`src/rtl/rf_wb_scheduler.sv`:
```
// Writeback scheduler and RAW hazard scoreboard for a 1W/2R register file.
// Round-robin arbitration of the RF write port between the ALU and the memory
// unit, a registered write stage, and per-register 2-bit outstanding-write
// counters that drive the issue-stage stall.
module rf_wb_scheduler #(
    parameter int entries       = 4,
    parameter int data_bus_size = 8,
    localparam int AW = $clog2(entries),
    localparam int DW = data_bus_size
) (
    input  logic                 clock,
    input  logic                 reset_n,
    input  logic                 issue_valid,
    input  logic [AW-1:0]        issue_dst,
    input  logic [1:0][AW-1:0]   issue_src,
    output logic                 issue_stall,
    input  logic                 alu_valid,
    input  logic [AW-1:0]        alu_dst,
    input  logic [DW-1:0]        alu_data,
    output logic                 alu_ready,
    input  logic                 mem_valid,
    input  logic [AW-1:0]        mem_dst,
    input  logic [DW-1:0]        mem_data,
    output logic                 mem_ready,
    output logic                 wr_en,
    output logic [AW-1:0]        wr_dst,
    output logic [DW-1:0]        wr_data,
    output logic                 wb_error
);

    logic [1:0]         pend [entries];
    logic               last;
    logic               issue_accept;
    logic               retire_to_empty;
    logic [entries-1:0] inc_vec;
    logic [entries-1:0] dec_vec;

    // Grants and stall come only from live inputs and registered state;
    // everything is forced low while reset is asserted.
    always_comb begin
        alu_ready   = 1'b0;
        mem_ready   = 1'b0;
        issue_stall = 1'b0;
        if (reset_n) begin
            alu_ready   = alu_valid && (!mem_valid || last);
            mem_ready   = mem_valid && (!alu_valid || !last);
            issue_stall = issue_valid &&
                          ((pend[issue_src[0]] != 2'd0) ||
                           (pend[issue_src[1]] != 2'd0) ||
                           (pend[issue_dst] == 2'd3));
        end
    end

    // Per-register increment/decrement requests for this cycle.
    always_comb begin
        issue_accept    = issue_valid && !issue_stall;
        retire_to_empty = wr_en && (pend[wr_dst] == 2'd0);
        inc_vec         = '0;
        dec_vec         = '0;
        for (int r = 0; r < entries; r++) begin
            inc_vec[r] = issue_accept && (issue_dst == AW'(r));
            dec_vec[r] = wr_en && (wr_dst == AW'(r));
        end
    end

    // Scoreboard counters and the sticky error flag. A decrement on an empty
    // register is absorbed (stays 0) and flagged instead of wrapping.
    always_ff @(posedge clock) begin
        if (!reset_n) begin
            for (int r = 0; r < entries; r++) pend[r] <= 2'd0;
            wb_error <= 1'b0;
        end else begin
            for (int r = 0; r < entries; r++) begin
                if (inc_vec[r] && !dec_vec[r])
                    pend[r] <= pend[r] + 2'd1;
                else if (dec_vec[r] && !inc_vec[r] && pend[r] != 2'd0)
                    pend[r] <= pend[r] - 2'd1;
            end
            if (retire_to_empty) wb_error <= 1'b1;
        end
    end

    // Write stage and round-robin pointer; address/data hold when idle.
    // The pointer resets to MEM so the ALU wins the first tie.
    always_ff @(posedge clock) begin
        if (!reset_n) begin
            wr_en   <= 1'b0;
            wr_dst  <= '0;
            wr_data <= '0;
            last    <= 1'b1;
        end else begin
            wr_en <= alu_ready || mem_ready;
            if (alu_ready) begin
                wr_dst  <= alu_dst;
                wr_data <= alu_data;
                last    <= 1'b0;
            end else if (mem_ready) begin
                wr_dst  <= mem_dst;
                wr_data <= mem_data;
                last    <= 1'b1;
            end
        end
    end

endmodule

```
`config.mk`:
```
export PLATFORM = sky130hd
export DESIGN_NAME = rf_wb_scheduler
export DESIGN_NICKNAME = d
export VERILOG_FILES = /design/src/rtl/rf_wb_scheduler.sv
export SDC_FILE = /design/constraint.sdc
export NUM_CORES = 1
export LEC_CHECK = 0
export BUFFER_PORTS_ARGS = -buffer_cell sky130_fd_sc_hd__buf_4
export CORE_MARGIN = 5
export CORE_UTILIZATION = 40
export CTS_BUF_LIST = sky130_fd_sc_hd__clkbuf_4
export DETAILED_ROUTE_END_ITERATION = 8
export PLACE_DENSITY = 0.66
export SYNTH_ARGS = -nofsm -noshare
export SYNTH_HDL_FRONTEND = slang
export SYNTH_SLANG_ARGS = --single-unit
export TNS_END_PERCENT = 1
```
`constraint.sdc`:
```
create_clock -name clock -period 2.5 [get_ports clock]
set_clock_uncertainty 0.15 [all_clocks]
set_input_delay 0.125 -clock clock [delete_from_list [all_inputs] [get_ports clock]]
set_output_delay 0.125 -clock clock [all_outputs]
set_load 0.005 [all_outputs]
```
==> results of run 1 <==
-- cell families after synthesis --
kind of cell,Yosys count,synth area share (%)
flops,23,40.6
simple gates,63,26.7
buf+inv,11,3.29
fa+ha+maj,1,0.940
compound gates,34,18.3
mux,8,10.2
-- worst max-delay path, stage by stage, from the launching register on --
cell	delay [ns]
edfxtp_1	0.47
nor2_1	0.25
mux4_2	0.35
nand4_1	0.18
or2_2	0.36
o211ai_1	0.14
-- repair_timing --
item / 4_1_cts / 5_1_grt
endpoints found under the hold margin: 13 / 0
gates resized for setup: 0 / 0
setup buffers: 0 / 0
hold buffers: 19 / 0
-- Yosys cell counts, types with 4 or more instances --
master,number
nand2_1,24
dfxtp_1,15
a21boi_0,8
a22oi_1,8
edfxtp_1,8
nand3b_1,7
nor2_1,7
inv_1,5
a21oi_1,4
clkbuf_1,4
mux4_2,4
nand3_1,4
-- layout make-up --
cell class / instances / area [sq um]
Fill cell: 276 / 1360
Multi-Input combinational cell: 106 / 747
Sequential cell: 23 / 541
Timing Repair Buffer: 65 / 536
Tap cell: 46 / 57.6
Clock buffer: 4 / 30.0
Inverter: 5 / 18.8
-- metal layers --
layer | wire length (um) | track usage, %
met3 | 331 | 3.66
met4 | 19 | 3.80
met2 | 1620 | 29.2
met5 | 0 | 0
met1 | 1500 | 21.8
-- registers in the layout, indices dropped and copies added, names as in the netlist, named ones only --
register / cells
last: 1
pend: 8
wb_error: 1
wr_data: 8
wr_dst: 2
wr_en: 1
-- power by group through the flow --
stage	Combinational, mW	Clock (mW)	Sequential (mW)
3_3_place_gp	0.170	0	0.442
5_1_grt	0.224	0.199	0.441
6_report	0.203	0.172	0.436
4_1_cts	0.201	0.186	0.436
2_1_floorplan	0.0916	0	0.440
3_5_place_dp	0.175	0	0.444
-- path summary, 6_finish.rpt --
kind	slack, ns	start	end
min	0.03	alu_data[0]	wr_data[0]
max	0.29	pend[2][0]	pend[1][1]
min reg2reg	0.33	wr_data[6]	wr_data[6]
max reg2reg	0.29	pend[2][0]	pend[1][1]
-- cells in the final DEF (no fill, tap or decap), types with 5 or more instances in the layout --
master	instances
a21boi_0	8
nand2_1	24
edfxtp_1	8
dlygate4sd3_1	19
nand3b_1	7
inv_1	5
a22oi_1	8
nor2_1	7
buf_4	46
dfxtp_1	15
-- stage by stage --
step	hold slack [ns]	area, sq um	std cells
2_1_floorplan	0.108	1330	140
3_3_place_gp	0.209	1710	226
3_5_place_dp	0.220	1710	226
4_1_cts	0.00779	1930	249
5_1_grt	0.0181	1930	249
6_report	0.0251	1930	249
==> results.yml, run 1 <==
run_status:
  result_of_the_run: "completed"
synthesis:
  number_of_unique_standard_cell_types_used_by_synthesis: 33
  synthArstFlopShare_pct: 0
  yosysWarningCount: 0
  syn_nets: 172
  synth_edf_count: 8
  yosys_register_bits: 23
  synth_largest_type_area_fraction_pct: 22.6
  post_synth_instance_area_sq_um: 1330
  postSynthCellCount: 140
  synthDominantAreaCellType: "dfxtp_1"
  seq_area_frac_synth_pct: 40.6
  syn_avg_cell_area_sq_um: 9.51
  synth_top_cells_by_area: "dfxtp_1 (23%), edfxtp_1 (18%), mux4_2 (6.8%)"
  synth_top_flop_cell: "dfxtp_1"
pwr:
  comb_power_share_pct: 25.0
  sw_frac_of_total_pct: 25.5
  p_clk_share_pct: 21.2
  seq_power_share_pct: 53.8
  total_leakage_power_nw: 0.800
  power_report.internal_total_mw: 0.604
  vdd.ir_drop.worst_mv: 0.223
  totalPowerFinal_mw: 0.811
  powerDensity_nw_per_um2: 420
  p_sw_mw: 0.207
clocking:
  cts.htree.levels: 1
  clock_sink_total: 23
  cts-root-buf: "clkbuf_4"
  clock_pin_transition_on_the_worst_setup_and_hold_timing_paths_ns: 0.11
  clk-insertion-delay-late_ns: 0.29
  tritoncts.num_buffers: 3
  tritoncts: "yes"
  clock_path_buffers: 2
timing:
  grt_setup_unrepaired: "false"
  layout_min_cycle_time_ns: 2.21
  max_clock_freq_mhz: 452
  total_negative_slack_for_setup_checks_ns: 0
  finalHoldViolCount: 0
  count_of_pins_over_their_slew_limit: 0
  slew_headroom_pct: 56.8
  fin_ws_ns: 0.286
  post_route_fraction_of_the_period_consumed_by_the_critical_path_pct: 88.6
  setup_viol: 0
  worst_pin_slew_ns: 0.647
placed_design:
  buffer_ports.inserted: 45
  dp_hpwl_mm: 2.50
  setup_slack_placement_ns: 0.303
  final_gp_congestion: 0.879
cells_and_area:
  layout-drive-gt1-share_pct: 30.5
  utilization_pct: 58.7
  area_delta_synth_final_pct: 44.9
  n_antenna_cell: 0
  finish.net_count: 236
global_routing:
  antenna_found_initial: 0
  grtUsageTotal_pct: 17.0
  grt_first_pass_wirelength_mm: 5.93
  grt_start_max_net_pins: 35
  grt_pass1_vias: 1316
  grt_overflow: 0
route:
  detail_route.wirelength_mm: 3.48
  detailed_router_s_first_iteration_violation_count: 74
  routed_wire_length_per_instance_um: 14.0
  drt_pass1_iterations: 4
  viasPerCell: 5.23
  remaining_drc_errors: 0
  detailroute.via_count: 1303
  postRouteAntennaNets: 0
critical_path:
  worstPathMaxFanout: 6
  worst-endpoint-required_ns: 2.34
  critPathKind: "register to register"
  worst_setup_path_start_kind: "register"
  worst-r2r-cell-count: 5
  worst_ep_arrival_time_ns: 2.06
  worst_setup_path_end_kind: "register"
floorplanning:
  std_cell_rows: 21
  die_width_um: 67.7
  die_area_sq_um: 4580
  die_height_um: 67.7
  initial_core_util_pct: 40.5
  core-area_sq_um: 3280
  ioPinCount: 46
flow_run:
  maxCapViolCount: 0
min_path:
  hold_depth: 3
  hold_path_class: "primary input to register"
Power figures use the tool's default switching activity.
==> run 2: changes to the inputs <==
CORE_UTILIZATION = 51   (was 40)
PLACE_DENSITY = 0.81   (was 0.66)
==> results.yml, run 2 (synthesis results as in run 1) <==
run_status:
  result_of_the_run: "completed"
flow_run:
  maxCapViolCount: 0
pwr:
  sw_frac_of_total_pct: 26.1
  powerDensity_nw_per_um2: 429
  comb_power_share_pct: 25.1
  vdd.ir_drop.worst_mv: 0.370
  p_sw_mw: 0.214
  power_report.internal_total_mw: 0.605
  total_leakage_power_nw: 0.800
  p_clk_share_pct: 21.7
  seq_power_share_pct: 53.2
floorplanning:
  std_cell_rows: 18
  initial_core_util_pct: 53.7
  die_area_sq_um: 3730
  ioPinCount: 46
  die_width_um: 61.1
  core-area_sq_um: 2480
  die_height_um: 61.1
clocking:
  cts-root-buf: "clkbuf_4"
  tritoncts.num_buffers: 3
  clock_sink_total: 23
  cts.htree.levels: 1
  clock_path_buffers: 2
  tritoncts: "yes"
  clk-insertion-delay-late_ns: 0.31
  clock_pin_transition_on_the_worst_setup_and_hold_timing_paths_ns: 0.11
  cts_resized: 0
cells_and_area:
  layout.cells.most_common_list: "buf_4 (46), nand2_1 (24), dlygate4sd3_1 (19)"
  layout_commonest_cell: "buf_4"
  num-fill-cells: 161
  largestRegisters: "pend x8, wr_data x8, wr_dst x2"
  area_delta_synth_final_pct: 43.4
  finish.net_count: 236
  n_antenna_cell: 0
  layout-drive-gt1-share_pct: 30.5
timing:
  setup_viol: 0
  whs_ns: 0.0118
  layout_min_cycle_time_ns: 2.23
  post_route_fraction_of_the_period_consumed_by_the_critical_path_pct: 89.2
  total_negative_slack_for_setup_checks_ns: 0
  max_clock_freq_mhz: 449
  grt_setup_unrepaired: "false"
  worst_pin_slew_ns: 0.650
  slew_headroom_pct: 56.6
  finalHoldViolCount: 0
  count_of_pins_over_their_slew_limit: 0
  fin_ws_ns: 0.271
global_routing:
  grt_overflow: 0
  grt_first_pass_wirelength_mm: 5.79
  antenna_found_initial: 0
  grtUsageTotal_pct: 21.1
  grt_start_max_net_pins: 35
  grt_pass1_vias: 1281
route:
  detailroute.via_count: 1304
  drt_pass1_iterations: 4
  routed_wire_length_per_instance_um: 15.2
  detailed_router_s_first_iteration_violation_count: 61
  detail_route.wirelength_mm: 3.54
  remaining_drc_errors: 0
  viasPerCell: 5.60
  postRouteAntennaNets: 0
placed_design:
  buffer_ports.inserted: 45
  final_gp_congestion: 0.898
  setup_slack_placement_ns: 0.283
  dp_hpwl_mm: 2.32
critical_path:
  worst-endpoint-required_ns: 2.35
  worst_setup_path_start_kind: "register"
  worst_ep_arrival_time_ns: 2.08
  worst_setup_path_end_kind: "register"
  worstPathMaxFanout: 6
  r2r_slack_ns: 0.27
  critPathKind: "register to register"
min_path:
  hold_path_class: "primary input to register"
==> run 2: cell type report <==
type,instances,area [sq um],share of cell area (%)
tap,30,37.5,1.97
sequential,23,541,28.3
inverter,5,18.8,0.983
timing repair buffer,65,536,28.0
multi-input combinational,106,747,39.1
clock buffer,4,30.0,1.57
==> run 2: worst paths after layout <==
kind	start	to	depth (start not counted)
max	pend[2][0]	pend[2][1]	5
min	alu_data[2]	wr_data[2]	3
max reg2reg	pend[2][0]	pend[2][1]	5
min reg2reg	wr_data[2]	wr_data[2]	2
==> run 2: metal layers <==
metal	track usage [%]	vias to the layer above	part of all wire, %
li1	-	648	-
met1	27.1	587	44
met2	33.5	58	44
met3	6.29	11	10
met4	8.05	0	2.2
met5	0	-	0
==> run 2: timing repair <==
action / 4_1_cts / 5_1_grt
hold buffers: 19 / 0
setup buffers: 0 / 0
endpoints found under the hold margin: 13 / 0
==> run 2: per-stage QoR <==
stage | area [sq um] | utilization [%] | total power [mW] | instances
finish | 1910 | 77.1 | 0.818 | 233
global route | 1910 | 77.1 | 0.861 | 233
CTS | 1910 | 77.1 | 0.817 | 233
detailed placement | 1690 | 68.2 | 0.617 | 210
global placement | 1690 | 68.2 | 0.610 | 210
floorplan | 1330 | - | 0.531 | 140
==> run 2: critical path, cell delays in order (launching register included) <==
cell and delay [ns]:
edfxtp_1 0.47, nor2_1 0.27, mux4_2 0.36, nand4_1 0.19, or2_2 0.35, o211ai_1 0.14
==> run 2: power groups by stage <==
stage	Clock [mW]	Sequential (mW)	Combinational [mW]
4_1_cts	0.183	0.434	0.200
5_1_grt	0.197	0.438	0.226
6_report	0.178	0.435	0.205
3_3_place_gp	0	0.441	0.169
3_5_place_dp	0	0.443	0.174
2_1_floorplan	0	0.440	0.0916
